<file path="src/rtl/alu_issue_ctrl.sv">
// ---------------------------------------------------------------------------
// alu_issue_ctrl
//   Execute-stage initiator for an external ALU. Accepts one decoded
//   RISC-V instruction at a time, converts funct3/funct7 into an ALU opcode,
//   drives the ALU operands for two cycles (ISSUE, then CHECK, so the ALU's
//   registered illegal_op flag belongs to this instruction) and returns a
//   write-back result or a BEQ/BNE decision over a valid/ready handshake.
//
// Ports
//   clk, rst          : clock, synchronous active-high reset
//   in_valid/in_ready : instruction handshake (in_ready only in IDLE)
//   in_funct3/7       : RISC-V funct fields
//   in_is_imm         : operand 2 comes from in_imm (OP-IMM)
//   in_is_branch      : branch compare, never writes back
//   in_rs1/rs2/imm/rd : operand values and destination register
//   alu_op/r1/r2      : ALU drive (ADD / 0 / 0 outside ISSUE and CHECK)
//   alu_res/alu_zero  : combinational ALU result and zero flag
//   alu_illegal       : ALU illegal_op, registered one cycle after alu_op
//   out_valid/ready   : response handshake
//   out_rd/data/wb    : write-back destination, data, enable
//   out_br_taken      : branch decision
//   out_exc           : illegal or unsupported operation
//
// Build option
//   MULDIV_EN : decode RV32M MUL/DIV/DIVU/REM/REMU (ALU must have RV32M too).
//               Without it, funct7=0000001 R-type instructions are unsupported.
//
// Opcode encoding (matches aluops.vh):
//   ADD=0 SUB=1 LSHIFT=2 XOR=3 LRSHIFT=4 ARSHIFT=5 OR=6 AND=7
//   MUL=8 DIV=9 DIVU=10 REM=11 REMU=12
// ---------------------------------------------------------------------------
module alu_issue_ctrl #(
  parameter int XLEN = 32,
  parameter int OPW  = 5
) (
  input  logic            clk,
  input  logic            rst,
  input  logic            in_valid,
  output logic            in_ready,
  input  logic [2:0]      in_funct3,
  input  logic [6:0]      in_funct7,
  input  logic            in_is_imm,
  input  logic            in_is_branch,
  input  logic [XLEN-1:0] in_rs1,
  input  logic [XLEN-1:0] in_rs2,
  input  logic [XLEN-1:0] in_imm,
  input  logic [4:0]      in_rd,
  output logic [OPW-1:0]  alu_op,
  output logic [XLEN-1:0] alu_r1,
  output logic [XLEN-1:0] alu_r2,
  input  logic [XLEN-1:0] alu_res,
  input  logic            alu_zero,
  input  logic            alu_illegal,
  output logic            out_valid,
  input  logic            out_ready,
  output logic [4:0]      out_rd,
  output logic [XLEN-1:0] out_data,
  output logic            out_wb,
  output logic            out_br_taken,
  output logic            out_exc
);

  localparam logic [OPW-1:0] OP_ADD     = OPW'(0);
  localparam logic [OPW-1:0] OP_SUB     = OPW'(1);
  localparam logic [OPW-1:0] OP_LSHIFT  = OPW'(2);
  localparam logic [OPW-1:0] OP_XOR     = OPW'(3);
  localparam logic [OPW-1:0] OP_LRSHIFT = OPW'(4);
  localparam logic [OPW-1:0] OP_ARSHIFT = OPW'(5);
  localparam logic [OPW-1:0] OP_OR      = OPW'(6);
  localparam logic [OPW-1:0] OP_AND     = OPW'(7);
`ifdef MULDIV_EN
  localparam logic [OPW-1:0] OP_MUL     = OPW'(8);
  localparam logic [OPW-1:0] OP_DIV     = OPW'(9);
  localparam logic [OPW-1:0] OP_DIVU    = OPW'(10);
  localparam logic [OPW-1:0] OP_REM     = OPW'(11);
  localparam logic [OPW-1:0] OP_REMU    = OPW'(12);
`endif

  typedef enum logic [1:0] {IDLE, ISSUE, CHECK, RESP} state_t;

  state_t          r_state;
  state_t          w_state_next;

  // Latched instruction
  logic [OPW-1:0]  r_op;
  logic [XLEN-1:0] r_r1;
  logic [XLEN-1:0] r_r2;
  logic            r_unsup;
  logic            r_is_branch;
  logic            r_br_ne;
  logic            r_zero;

  // Response registers
  logic [4:0]      r_rd;
  logic [XLEN-1:0] r_data;
  logic            r_wb;
  logic            r_br_taken;
  logic            r_exc;

  // Decode of the incoming instruction
  logic [OPW-1:0]  w_op;
  logic            w_unsup;
  logic            w_br_ne;
  logic [XLEN-1:0] w_op2;
  logic [XLEN-1:0] w_r2;
  logic            w_exc;

  always_comb begin
    w_op    = OP_ADD;
    w_unsup = 1'b0;
    w_br_ne = 1'b0;
    if (in_is_branch) begin
      // Every branch computes rs1 - op2 so out_data carries the difference.
      w_op = OP_SUB;
      case (in_funct3)
        3'b000:  w_br_ne = 1'b0;
        3'b001:  w_br_ne = 1'b1;
        default: w_unsup = 1'b1;
      endcase
    end else if (!in_is_imm && in_funct7 == 7'b0000001) begin
`ifdef MULDIV_EN
      case (in_funct3)
        3'b000:  w_op = OP_MUL;
        3'b100:  w_op = OP_DIV;
        3'b101:  w_op = OP_DIVU;
        3'b110:  w_op = OP_REM;
        3'b111:  w_op = OP_REMU;
        default: w_unsup = 1'b1;   // MULH variants
      endcase
`else
      w_unsup = 1'b1;
`endif
    end else begin
      case (in_funct3)
        3'b000:  w_op = (!in_is_imm && in_funct7[5]) ? OP_SUB : OP_ADD;
        3'b001:  w_op = OP_LSHIFT;
        3'b100:  w_op = OP_XOR;
        3'b101:  w_op = in_funct7[5] ? OP_ARSHIFT : OP_LRSHIFT;
        3'b110:  w_op = OP_OR;
        3'b111:  w_op = OP_AND;
        default: w_unsup = 1'b1;   // SLT / SLTU
      endcase
    end
  end

  assign w_op2 = in_is_imm ? in_imm : in_rs2;
  // Shift amounts are masked so OP-IMM encodings with funct7 bits in the
  // immediate never leak into the ALU's shift distance.
  assign w_r2  = (w_op == OP_LSHIFT || w_op == OP_LRSHIFT || w_op == OP_ARSHIFT)
               ? {{(XLEN-5){1'b0}}, w_op2[4:0]} : w_op2;
  assign w_exc = alu_illegal | r_unsup;

  // State register
  always_ff @(posedge clk) begin
    if (rst) begin
      r_state <= IDLE;
    end else begin
      r_state <= w_state_next;
    end
  end

  // Next state and handshake / ALU drive
  always_comb begin
    w_state_next = r_state;
    in_ready     = 1'b0;
    out_valid    = 1'b0;
    alu_op       = OP_ADD;
    alu_r1       = '0;
    alu_r2       = '0;
    case (r_state)
      IDLE: begin
        in_ready = 1'b1;
        if (in_valid) w_state_next = ISSUE;
      end
      ISSUE: begin
        alu_op       = r_op;
        alu_r1       = r_r1;
        alu_r2       = r_r2;
        w_state_next = CHECK;
      end
      CHECK: begin
        // Operands held so the registered alu_illegal matches this op.
        alu_op       = r_op;
        alu_r1       = r_r1;
        alu_r2       = r_r2;
        w_state_next = RESP;
      end
      RESP: begin
        out_valid = 1'b1;
        if (out_ready) w_state_next = IDLE;
      end
      default: w_state_next = IDLE;
    endcase
  end

  // Datapath
  always_ff @(posedge clk) begin
    if (rst) begin
      r_op        <= OP_ADD;
      r_r1        <= '0;
      r_r2        <= '0;
      r_unsup     <= 1'b0;
      r_is_branch <= 1'b0;
      r_br_ne     <= 1'b0;
      r_zero      <= 1'b0;
      r_rd        <= '0;
      r_data      <= '0;
      r_wb        <= 1'b0;
      r_br_taken  <= 1'b0;
      r_exc       <= 1'b0;
    end else begin
      case (r_state)
        IDLE: begin
          if (in_valid) begin
            r_op        <= w_op;
            r_r1        <= in_rs1;
            r_r2        <= w_r2;
            r_unsup     <= w_unsup;
            r_is_branch <= in_is_branch;
            r_br_ne     <= w_br_ne;
            r_rd        <= in_rd;
          end
        end
        ISSUE: begin
          r_data <= alu_res;
          r_zero <= alu_zero;
        end
        CHECK: begin
          r_exc      <= w_exc;
          r_wb       <= !w_exc && !r_is_branch;
          r_br_taken <= !w_exc && r_is_branch && (r_br_ne ? !r_zero : r_zero);
        end
        default: ;
      endcase
    end
  end

  assign out_rd       = r_rd;
  assign out_data     = r_data;
  assign out_wb       = r_wb;
  assign out_br_taken = r_br_taken;
  assign out_exc      = r_exc;

endmodule

</file>
<file path="config.mk">
export PLATFORM = sky130hd
export DESIGN_NAME = alu_issue_ctrl
export DESIGN_NICKNAME = d
export VERILOG_FILES = /design/src/rtl/alu_issue_ctrl.sv
export SDC_FILE = /design/constraint.sdc
export NUM_CORES = 1
export LEC_CHECK = 0
export ABC_AREA = 1
export CORE_MARGIN = 1.5
export CORE_UTILIZATION = 42
export CTS_BUF_LIST = sky130_fd_sc_hd__clkbuf_2 sky130_fd_sc_hd__clkbuf_4 sky130_fd_sc_hd__clkbuf_8
export DETAILED_ROUTE_END_ITERATION = 8
export GPL_TIMING_DRIVEN = 1
export PLACE_DENSITY_LB_ADDON = 0.25
export RECOVER_POWER = 50
export SETUP_SLACK_MARGIN = 0.4
export SYNTH_ARGS = -nofsm -noshare
export SYNTH_HDL_FRONTEND = slang
export SYNTH_SLANG_ARGS = --single-unit
</file>
<file path="constraint.sdc">
create_clock -name clk -period 1.8 [get_ports clk]
set_input_delay 0.18 -clock clk [delete_from_list [all_inputs] [get_ports clk]]
set_output_delay 0.18 -clock clk [all_outputs]
set_load 0.02 [all_outputs]
</file>
==> run summary <==
The synthesized design spends more area on one cell type than any other, namely dfxtp_1. The count of final max-slew check failures came out at 0. Flip-flop cell with the highest count after synthesis: dfxtp_1. Yosys instantiated no cell more often than nand2_1. Of the available clock period, the critical path in the final layout requires 104%. TritonCTS built the clock tree.

Across the run, the number of max-cap violations was 0. For the latest clock arrival within the worst-skew pair, the log shows 0.44 ns. The logs give 5420 um2 for the post-synthesis cell area and 2 for the maximum count of clock buffers along a single path. The area share of fa/ha/maj cells after synthesis is 0.923%.

The setup-violating endpoint count in the final report is 43, and the xor and xnor fraction of the mapped netlist area is 0.162%. The worst hold slack is 0.228 ns, and the number of filler cells placed in the layout is 948. The mux contribution to synthesized area is 0%, and the proportion of layout cells with a drive suffix above 1 is 30.7%. Yosys mapped the design onto 33 distinct sky130hd cell types. The clock arrives with 0.0112 ns of skew. For the effective utilization at floorplan, the log shows 43.0%.

The synthesized design devotes to its leading area cell type 41.7% of total area. The floorplan step set the die width to 117 um. Worst slew margin relative to its limit: 54.5%. The number of synthesized flops with an enable pin came out at 0. Summing the areas of all compound-gate instances in the mapped netlist gives 15.4% of the synthesized area. For the worst path required time, the log shows 1.62 ns. Ranked by total cell area, the synthesized netlist is headed by dfxtp_1, nand2_1, nor2_1. Synthesis inferred 113 register bits. The largest family of logic cells by synthesized area is simple AND/OR/NAND/NOR gates.

For this run the aggregate overflow at the end of global routing stands at 0. Area occupied by registers: 2260 um2. The run gives 262 as the top-level I/O count.

Power spread over the standard cell area amounts to 1520 nW/um2. The maximum frequency from static timing analysis is 533 MHz, and the post-detailed-route DRC marker count is 0. The logs give 1216 for the number of nets in the finished design and 0 for the number of diodes. Setup repair after global routing could not meet its margin everywhere. Compared with the post-synthesis result, the final layout area differs by 76.9%. The final reports fail on setup timing. The sum of negative setup slack is -1.31 ns, and the share of async-settable or async-resettable flops after synthesis is 0%. Path category of the worst min-delay check: in2reg.

The largest fanout of any net on the critical path was 7. VDD sags by at most 0.964 mV. The worst setup path is launched from a flip-flop. Detailed routing inserted a total of 6000 vias.

During placement, the flow inserted port buffers numbering 259. The leakage dissipation is 4.72 nW. The flow ran to the end, but the final reports show violations.

The standard-cell row count came out at 41. Sequential cells were found to cover 41.7% of the synthesized design area. Total area of multi-input combinational cells: 2940 um2. The number of synthesis warnings is 0, and the pin slew with the least headroom to its limit is 0.682 ns. The tree is rooted in a clkbuf_8. For the post-detailed-placement half-perimeter wirelength, the log shows 11.1 mm. The total area inside the core boundary comes to 12600 um2.

Global-route usage over all layers: 24.6%. The clock-pin transition on the worst setup and hold timing paths is 0.07 ns, and the number of iterations in the first detailed-routing pass is 5. The tools report the final-report hold violation count as 0.

The final layout contains routed wiring with a total length of 18.6 mm. The initial antenna violation count is 0. In the routed layout, each cell is associated on average with a via count of 4.82. The category of the most critical setup path was reg2out. The die area was 13600 um2.

The first global-routing pass estimated 25.9 mm of wire. The global placer's final weighted congestion was 0.778. Averaged over all synthesized cells, the footprint is 6.91 um2. In the final routed layout, each cell accounts on average for 14.9 um. The smallest clock period supported by the final layout is computed as 1.88 ns. Once detail routing completed, the nets flagged for antenna violations numbered 0. The number of global-route vias before repair was 5421; the data arrival time of the critical path was 1.70 ns. The vertical extent of the die was 117 um.

The synthesized netlist devotes 30.3% of its cell area to simple gates. By count the netlist is led by nand2_1, nor2_1, dfxtp_1. In this run, the number of DRC markers left after iteration 0 of detailed routing was 438. The minimum setup slack in the final design is -0.0761 ns.

After layout, the design draws a total of 14.6 mW. Entering global routing, the biggest net connects 75 pins. TritonCTS created 17 clock buffers. For the synthesized instance count, the log shows 785.

The H-tree was split into 4 levels. STA classifies the critical path endpoint as an output pin. The tree built by TritonCTS fans out to 113 sinks.
[per-layer routing]
metal	track usage, %	wire length (um)
met5	0	0
met4	10.0	386
met3	7.89	1330
met2	42.2	9440
met1	28.4	7400
[registers in the layout, summed over array words and instances (netlist names), 2 cells and up]
register and count:
out_data 32, r_r2 32, r_op 3, r_state 2
out_rd 5, r_r1 32
[worst max-delay path: stages, from the launching register on]
cell and delay, ns:
dfxtp_2 0.34, inv_2 0.05, ha_4 0.37, buf_6 0.12
buf_6 0.08, buf_6 0.09, nand2_2 0.05, inv_2 0.05
buf_6 0.11
[logic make-up (layout without fill, tap and decap cells)]
family / count (synthesis) / after routing
compound gates: 148 / 148
fa+ha+maj: 4 / 4
buf+inv: 146 / 432
simple gates: 372 / 374
xor+xnor: 1 / 1
other cells: 1 / 2
flops: 113 / 113
[layout make-up]
class                   count  area share, %
flip-flops and latches    113           23.6
clock buffers              23           3.11
well taps                 172           2.24
repair buffers            308           35.2
clock inverters             9           1.36
inverters                  92           3.73
multi-input cells         529           30.7
[metrics by stage]
stage                     cell area (um2)  util [%]  instances  setup WS, ns
after global placement               8240      65.3       1184       0.00910
after floorplan                      5470         -        786         0.394
after CTS                            8900      70.5       1230        -0.114
after global routing                 9590      76.0       1246        -0.166
after detailed placement             8240      65.3       1184      -0.00674
final                                9590      76.0       1246       -0.0761
[repair_timing]
item,4_1_cts,5_1_grt
gates cloned,5,9
hold buffers,0,0
pin swaps,0,36
endpoints found under the setup margin,121,171
gates resized for setup,434,224
buffers inserted,9,7
[power by group]
group,internal [mW],switching [mW]
Combinational,3.92,4.31
Sequential,3.30,0.487
Clock,1.52,1.05
[layout by cell type (no fill, tap or decap), types with 6 or more instances in the layout]
cell type,n
a21oi_1,15
a21oi_2,20
buf_12,9
buf_4,15
buf_6,80
clkbuf_16,6
clkbuf_8,20
clkdlybuf4s50_1,147
dfxtp_1,111
dlygate4sd2_1,39
inv_1,45
inv_2,45
nand2_1,157
nand2_2,15
nand2_4,11
nand3_1,16
nand3_2,20
nor2_1,117
nor2_2,14
nor2_4,18
o21ai_0,58
o21ai_1,20
o21ai_2,26
[worst paths after layout]
path,start,endpoint,slack [ns],depth (start not counted)
hold / removal,in_funct3[1],r_unsup,0.23,3
hold reg to reg,out_wb,out_wb,0.46,2
setup / recovery,r_state[0],alu_op[0],-0.08,8
setup reg to reg,r_state[1],r_r1[13],0.19,6
(Power assumes the default switching activity.)
==> RTL change (config.mk and constraints unchanged) <==
Reset style: asynchronous (`rst`), changed in 2 clocked blocks. Comments in the files are not updated.
--- a/src/rtl/alu_issue_ctrl.sv
+++ b/src/rtl/alu_issue_ctrl.sv
@@ -151,7 +151,7 @@
   assign w_exc = alu_illegal | r_unsup;
 
   // State register
-  always_ff @(posedge clk) begin
+  always_ff @(posedge clk or posedge rst) begin
     if (rst) begin
       r_state <= IDLE;
     end else begin
@@ -194,7 +194,7 @@
   end
 
   // Datapath
-  always_ff @(posedge clk) begin
+  always_ff @(posedge clk or posedge rst) begin
     if (rst) begin
       r_op        <= OP_ADD;
       r_r1        <= '0;
Function: differs if rst is asserted again (counterexample within 4 cycles, from zero or initial values and one cycle with rst high); with rst held inactive, the same outputs for 10 cycles.
==> RTL change against the unedited design <==
- the flow still finishes with violations (setup timing)
- routed wire length up 23%
- global-route usage rose by 0.92 points
- synthesized area up 3.1%
- setup slack got worse by 0.056 ns
- critical path type unchanged
- sequential cell count is the same
- clock skew up 0.0035 ns
- power rose by 40%
- design area increased by 14%
- utilization up 9.3 points
==> RTL change: results (changes against the unedited design) <==
set qor(run_status) {complete, but fails checks}
set qor(failed_checks) {setup timing}
set qor(drt_first_pass_iters) 5 ;# unchanged
set qor(ys.warnings.count) 0 ;# unchanged
set qor(grt.total_usage_pct) 25.49 ;# +0.92 points
set qor(clockBufferDepth) 2 ;# unchanged
set qor(highest_layer) {met4}
set qor(slew-limit-headroom_pct) 49.55 ;# -5.0 points
set qor(drt_iter0_markers) 419 ;# -4.3%
set qor(netlist_top_cells_area) {dfrtp_1 51%, nand2_1 18%, mux2_2 6.7%, inv_1 5.7%, nor2_1 4.4%}
set qor(peakVddDrop_mv) 1.044 ;# +8.3%
set qor(cts.clk_slew.worst_paths_ns) 0.08
set qor(ys_async_sr_fraction_pct) 100.0 ;# +100 points
set qor(synth.yosys.seq_area_share_pct) 50.60 ;# +8.9 points
set qor(hpwlAfterDp_mm) 11.77 ;# +6.3%
set qor(slowest_delay_ns) 0.37 ;# about the same
set qor(vias_in_the_first_global_route) 5600 ;# +3.3%
set qor(antenna_violations_before_repair) 1 ;# +1
set qor(routed_via_density) 5.132 ;# +6.6%
set qor(design.final.nets) 1162 ;# -4.4%
set qor(data_arrival_time_of_the_critical_path_ns) 1.75 ;# +0.05 ns
set qor(regArea_um2) 2828 ;# +25%
set qor(total_detailed_routing_wirelength_mm) 22.76 ;# +23%
set qor(hold_path.class) {primary input to flop}
set qor(met1Wirelength_mm) 8.442 ;# +14%
set qor(netSwitchingFraction_pct) 43.88 ;# +3.8 points
set qor(place_congestion) 0.8467 ;# +8.8%
set qor(rrSetupSlack_ns) 0.23 ;# +0.04 ns
set qor(synthFlopType) {dfrtp_1}
set qor(cellLeakagePower_nw) 5.565 ;# +18%
set qor(met2_length_mm) 12.11 ;# +28%
set qor(critical_path.slowest_cell) {dfrtp_1}
set qor(ys_types) 25 ;# -24%
set qor(grt_start_max_net_pins) 39 ;# -48%
set qor(proportion_of_layout_cells_with_a_drive_suffix_above_1_pct) 45.00 ;# +14 points
set qor(finalClockSkew_ns) 0.01472 ;# +0.003527 ns
set qor(layout.filler_cells) 641 ;# -32%
set qor(detailroute.wirelength.met3_mm) 1.619 ;# +22%
set qor(reg2reg_depth) 7 ;# +1
set qor(setup_tns_ns) -4.043 ;# -2.729 ns
set qor(placed_cell_area_um2) 8643 ;# +4.9%
set qor(finalWorstSetupSlack_ns) -0.1320 ;# -0.05593 ns
set qor(grt_pass1_wl_mm) 28.24 ;# +9.2%
set qor(final_setup_viols) 54 ;# +26%
set qor(synth.cells.most_frequent) {261 x nand2_1, 113 x dfrtp_1, 85 x inv_1, 66 x nor2_1, 33 x mux2_2}
## RTL change: path summary, 6_finish.rpt
check	to	start
max reg2reg	r_state[1]	r_state[1]
max in group asynchronous	r_r1[11]	rst
min reg2reg	out_wb	r_is_branch
min	r_r2[4]	in_imm[4]
min in group asynchronous	r_r1[29]	rst
max	alu_r1[4]	r_state[0]
## RTL change: layout make-up
| type | count | share of cell area, % |
|---|---|---|
| Multi-Input combinational cell | 459 | 30.40 |
| Inverter | 88 | 3.282 |
| Clock buffer | 20 | 2.459 |
| Timing Repair Buffer | 328 | 34.81 |
| Sequential cell | 113 | 25.85 |
| Clock inverter | 12 | 1.212 |
| Tap cell | 172 | 1.967 |
| Antenna cell | 1 | 0.02287 |
## RTL change: routing by layer
metal | vias to the layer above | global-route usage, %
met5 | - | 0
met4 | 0 | 6.784
met3 | 49 | 6.708
met2 | 331 | 42.88
met1 | 2995 | 32.49
li1 | 2747 | -
## RTL change: metrics by stage
stage / worst slack (ns) / hold WS, ns / cells / total power, W
after detailed placement: -0.03600 / 0.4656 / 1117 / 0.01371
after global routing: -0.2011 / 0.2906 / 1193 / 0.02137
after CTS: -0.1319 / 0.1068 / 1161 / 0.01806
after global placement: -0.004467 / 0.4503 / 1117 / 0.01357
final: -0.1320 / 0.2984 / 1193 / 0.02050
after floorplan: 0.2486 / 0.2896 / 699 / 0.009700
## RTL change: timing repair
item,in CTS,in global routing
endpoints found under the setup margin,199,164
resized for setup,506,277
cloned,7,18
pin swaps,12,77
buffers inserted,5,13
## RTL change: power by group through the flow
stage	clock network (W)	registers, W	logic (W)
after global routing	0.00258	0.00493	0.0139
after floorplan	0	0.00492	0.00478
after CTS	0.00246	0.00460	0.0110
final	0.00244	0.00482	0.0132
after detailed placement	0	0.00451	0.00920
after global placement	0	0.00450	0.00908
## RTL change: kinds of logic (layout without fill, tap and decap cells)
kind of cell / count (synthesis) / count (layout) / share of synthesized area (%)
AOI/OAI and AO/OA: 26 / 26 / 2.441
DFF: 113 / 113 / 50.60
other: 1 / 3 / 0.06711
muxes: 33 / 33 / 6.650
adders and majority gates: 4 / 4 / 0.8957
and+or+nand+nor: 392 / 394 / 29.80
buffers and inverters: 129 / 448 / 9.539
## RTL change: worst reg2reg max path, delay by kind of cell (launching register included)
kind | cells | cell delay, ns
buf+inv | 3 | 0.52
compound gates | 2 | 0.34
flops | 1 | 0.36
fa+ha+maj | 1 | 0.17
simple gates | 1 | 0.10
